--- src/rtl/oam_dma_ctrl.sv ---
// OAM sprite DMA controller: a CPU write to $4014 halts the CPU and copies one
// 256-byte page of CPU memory into OAM, starting at the sampled OAMADDR.
module oam_dma_ctrl (
    input  logic        clk,
    input  logic        reset,
    input  logic [15:0] address_cpu,
    input  logic [7:0]  data_cpu,
    input  logic        RWE,
    input  logic [7:0]  oam_addr_start,
    input  logic [7:0]  mem_data_out,
    output logic [15:0] dma_address,
    output logic        dma_read,
    output logic        cpu_halt,
    output logic        oam_we,
    output logic [7:0]  oam_address,
    output logic [7:0]  oam_data,
    output logic        dma_busy,
    output logic        dma_done
);

    typedef enum logic [2:0] {
        ST_IDLE  = 3'd0,
        ST_HALT  = 3'd1,
        ST_ALIGN = 3'd2,
        ST_READ  = 3'd3,
        ST_WRITE = 3'd4
    } state_t;

    state_t     state_r;
    state_t     state_s;
    logic [7:0] idx_r;
    logic [7:0] page_r;
    logic [7:0] base_r;
    logic       parity_r;
    logic       done_r;
    logic       trigger_s;
    logic       last_write_s;

    // Only an idle controller accepts a $4014 write; later writes are dropped.
    assign trigger_s    = RWE && (address_cpu == 16'h4014) && (state_r == ST_IDLE);
    assign last_write_s = (state_r == ST_WRITE) && (idx_r == 8'hFF);

    // State, transfer context, free-running cycle parity and completion flag.
    always_ff @(posedge clk) begin
        if (reset) begin
            state_r  <= ST_IDLE;
            idx_r    <= 8'd0;
            page_r   <= 8'd0;
            base_r   <= 8'd0;
            parity_r <= 1'b0;
            done_r   <= 1'b0;
        end else begin
            state_r  <= state_s;
            parity_r <= ~parity_r;
            done_r   <= last_write_s;
            if (trigger_s) begin
                page_r <= data_cpu;
                base_r <= oam_addr_start;
                idx_r  <= 8'd0;
            end else if (state_r == ST_WRITE) begin
                idx_r <= idx_r + 8'd1;
            end else begin
                idx_r <= idx_r;
            end
        end
    end

    // Next-state and state-decoded outputs.
    always_comb begin
        state_s     = state_r;
        dma_read    = 1'b0;
        dma_address = 16'h0000;
        oam_we      = 1'b0;
        oam_address = 8'h00;
        oam_data    = 8'h00;
        cpu_halt    = 1'b1;
        dma_busy    = 1'b1;
        case (state_r)
            ST_IDLE: begin
                cpu_halt = 1'b0;
                dma_busy = 1'b0;
                if (trigger_s) begin
                    state_s = ST_HALT;
                end else begin
                    state_s = ST_IDLE;
                end
            end
            ST_HALT: begin
                // An odd halt cycle needs one extra cycle to land reads on the right phase.
                if (parity_r) begin
                    state_s = ST_ALIGN;
                end else begin
                    state_s = ST_READ;
                end
            end
            ST_ALIGN: begin
                state_s = ST_READ;
            end
            ST_READ: begin
                dma_read    = 1'b1;
                dma_address = {page_r, idx_r};
                state_s     = ST_WRITE;
            end
            ST_WRITE: begin
                oam_we      = 1'b1;
                oam_address = base_r + idx_r;
                oam_data    = mem_data_out;
                if (idx_r == 8'hFF) begin
                    state_s = ST_IDLE;
                end else begin
                    state_s = ST_READ;
                end
            end
            default: begin
                state_s  = ST_IDLE;
                cpu_halt = 1'b0;
                dma_busy = 1'b0;
            end
        endcase
    end

    assign dma_done = done_r;

endmodule

--- config.mk ---
export PLATFORM = sky130hd
export DESIGN_NAME = oam_dma_ctrl
export DESIGN_NICKNAME = d
export VERILOG_FILES = /design/src/rtl/oam_dma_ctrl.sv
export SDC_FILE = /design/constraint.sdc
export NUM_CORES = 1
export LEC_CHECK = 0
export BUFFER_PORTS_ARGS = -buffer_cell sky130_fd_sc_hd__buf_4
export CAP_MARGIN = 5
export CELL_PAD_IN_SITES_DETAIL_PLACEMENT = 2
export CELL_PAD_IN_SITES_GLOBAL_PLACEMENT = 2
export CORE_ASPECT_RATIO = 1.4
export CORE_MARGIN = 4
export CORE_UTILIZATION = 26
export DETAILED_ROUTE_END_ITERATION = 10
export PLACE_DENSITY_LB_ADDON = 0.1
export REMOVE_ABC_BUFFERS = 1
export SLEW_MARGIN = 20
export SYNTH_ARGS = -nofsm -noshare
export SYNTH_HDL_FRONTEND = slang
export SYNTH_SLANG_ARGS = --single-unit
export TNS_END_PERCENT = 1
--- constraint.sdc ---
create_clock -name clk -period 1.89 [get_ports clk]
set_input_delay 0.189 -clock clk [delete_from_list [all_inputs] [get_ports clk]]
set_output_delay 0.189 -clock clk [all_outputs]
set_load 0.005 [all_outputs]
==> impl_metrics.yaml <==
grt:
  grt_antenna_before_repair: 0
  grt_util_all_layers_pct: 16.7
  grt_pass1_vias: 2163
  grt_max_degree: 31
  grt_pass1_wl_um: 11200
  grt-ovfl-total: 0
sta:
  worstMarginPinSlew_ns: 0.291
  post-route-period-util_pct: 106
  fmax_mhz: 501
  maxSlewHeadroom_pct: 80.4
  hold_violations: 0
  setup_viol: 4
  fin_ws_ns: -0.107
  final.setup_skew_ns: 0.00473
  maxSlewViolCount: 0
  rsz0062_at_grt: "yes"
  whs_ns: 0.157
  period_needed_ns: 2.00
logic_synthesis:
  ys_types: 40
  ys_seq_area_share_pct: 31.8
  ys_ff_latch: 29
  synth_warnings: 0
  syn_inst: 214
  avgSynthCellArea_um2: 8.54
  syn-cell-area_mm2: 0.00183
final_layout:
  layout_commonest_cell: "buf_4"
  fin_nets: 362
  seqCellArea_um2: 592
  layout_common_cells: "buf_4 (97), nand2_1 (39), and2_1 (28)"
  layout-drive-gt1-share_pct: 47.1
  n_fill_cell: 762
  fin_util_pct: 43.2
  synthToLayoutAreaGrowth_pct: 58.6
  antenna_cells: 0
  multi_input_area_mm2: 0.00130
critical_path:
  cp-end-kind: "output port"
  arrival_ns: 1.81
  worstPathRequired_ns: 1.70
  startpoint_type: "flop"
  reg2reg_depth: 5
  cp_max_fo: 4
  critical_path_class: "reg2out"
clock_tree:
  cts_sinks: 29
  cts.path.max_buffers: 2
  clk_pin_slew_worst_paths_ns: 0.07
  cts-htree-levels: 2
  cts_tree: "built"
  numCtsBuffers: 5
  clk_latency_ns: 0.28
  cts_root_buf: "clkbuf_8"
power_and_ir_drop:
  p_per_area_mw_per_mm2: 435
  p_leak_uw: 0.00120
  peakVddDrop_mv: 0.264
route:
  drc_errors: 0
  vias: 1896
  via_per_inst: 4.72
  drt_wl_total_um: 6830
  drt_iter0_drc: 95
  wire_per_inst_um: 17.0
  dr.pass1.iters: 4
  ant_nets: 0
placed_design:
  dp_hpwl_um: 4720
  place_congestion: 0.707
  place_ws_ns: -0.0604
  place.port_buffers: 79
die:
  core.rowCount: 35
  initial_utilization_pct: 27.3
  die_area_mm2: 0.00845
  die_w_um: 78.8
  ios: 80
  die_h_um: 107
  core_mm2: 0.00670
status:
  status: "finished, violations left"
  violations: "negative setup slack"
flow_run:
  maxCapViolCount: 0
worst_hold_path:
  hold_path_class: "in2reg"
  min_path_cells: 3
[repair_timing]
| action | 4_1_cts | 5_1_grt |
|---|---|---|
| endpoints found under the setup margin | 15 | 14 |
| gates resized for setup | 29 | 10 |
| pin swaps | 11 | 8 |
| hold buffers | 0 | 0 |
| buffers inserted | 0 | 1 |
[worst paths after layout]
kind | from | to | slack (ns)
max | base_r[4] | oam_address[7] | -0.11
min | oam_addr_start[4] | base_r[4] | 0.16
max reg2reg | idx_r[1] | state_r[0] | 0.22
min reg2reg | parity_r | parity_r | 0.42
[stage by stage]
| step | cells | instance area [um^2] | total power (uW) | setup TNS, ns |
|---|---|---|---|---|
| global placement | 394 | 2630 | 726 | -0.0191 |
| floorplan | 203 | 1740 | 646 | 0 |
| detailed placement | 394 | 2630 | 729 | -0.0697 |
| CTS | 401 | 2850 | 1270 | -0.221 |
| finish | 402 | 2900 | 1260 | -0.308 |
| global route | 402 | 2900 | 1310 | -0.790 |
[power by group]
group	internal (uW)	total, uW	leakage (uW)	switching, uW
combinational	65.7	100	0.000914	34.7
clock	289	548	0.0000443	259
sequential	612	613	0.000238	0.752
[synth_stat cells]
cell type   n  area share, %
nand2_1    40            8.2
dfxtp_1    29             32
and2_1     28            9.6
mux2i_1    17            9.3
xnor2_1     9            4.3
ha_1        8            5.5
nor2_1      8            1.6
nand3_1     7            1.9
a21oi_1     6            1.6
nor3_1      5            1.4
nor3_2      5            2.7
o21ai_0     5            1.4
buf_6       4            2.5
clkbuf_1    4           0.82
inv_1       4           0.82
nor3b_1     3            1.2
xor2_1      3            1.4
a211oi_1    2           0.82
nand2b_1    2           0.68
nand4_1     2           0.68
nand4b_1    2           0.96
nor4_1      2           0.68
o311a_1     2            1.1
a21o_1      1           0.41
a41oi_1     1           0.48
buf_2       1           0.27
buf_4       1           0.41
buf_8       1           0.82
clkinv_1    1           0.21
fa_1        1            1.1
inv_2       1           0.21
nor2_4      1           0.62
nor3_4      1           0.89
nor4b_1     1           0.48
nor4b_2     1           0.82
nor4bb_1    1           0.55
o211ai_1    1           0.41
or3_1       1           0.34
or3_2       1           0.41
or3b_1      1           0.48
[area by class of cell]
class | count | area share, %
clock buffer | 7 | 2.98
inverter | 6 | 0.864
multi-input combinational | 168 | 44.9
sequential | 29 | 20.4
tap | 92 | 3.97
timing repair buffer | 100 | 26.9
[routing by layer]
layer	global-route usage, %	wire [um]	up-vias
met4	3.69	52	0
met5	0	0	-
met2	32.4	3780	57
met3	3.61	381	5
li1	-	-	912
met1	18.1	2620	922
[critical path: stages (launching register included)]
cell and delay (ns):
dfxtp_2 0.34, ha_4 0.27, a21oi_4 0.18, o21ai_2 0.08, or3_4 0.37, a21oi_2 0.16, buf_4 0.13
[state kept, by name (all words and copies together), names as in the netlist]
register and cells:
idx_r 8, dma_done 1, parity_r 1, page_r 8, state_r 3, base_r 8
[logic make-up after synthesis]
| logic type | Yosys count | synth area share, % |
|---|---|---|
| and+or+nand+nor | 112 | 34.3 |
| DFF | 29 | 31.8 |
| AOI/OAI and AO/OA | 18 | 6.23 |
| buffers and inverters | 17 | 6.03 |
| muxes | 17 | 9.31 |
| xor gates and xnor gates | 12 | 5.75 |
| adders and majority gates | 9 | 6.58 |
Power figures use the tool's default switching activity.
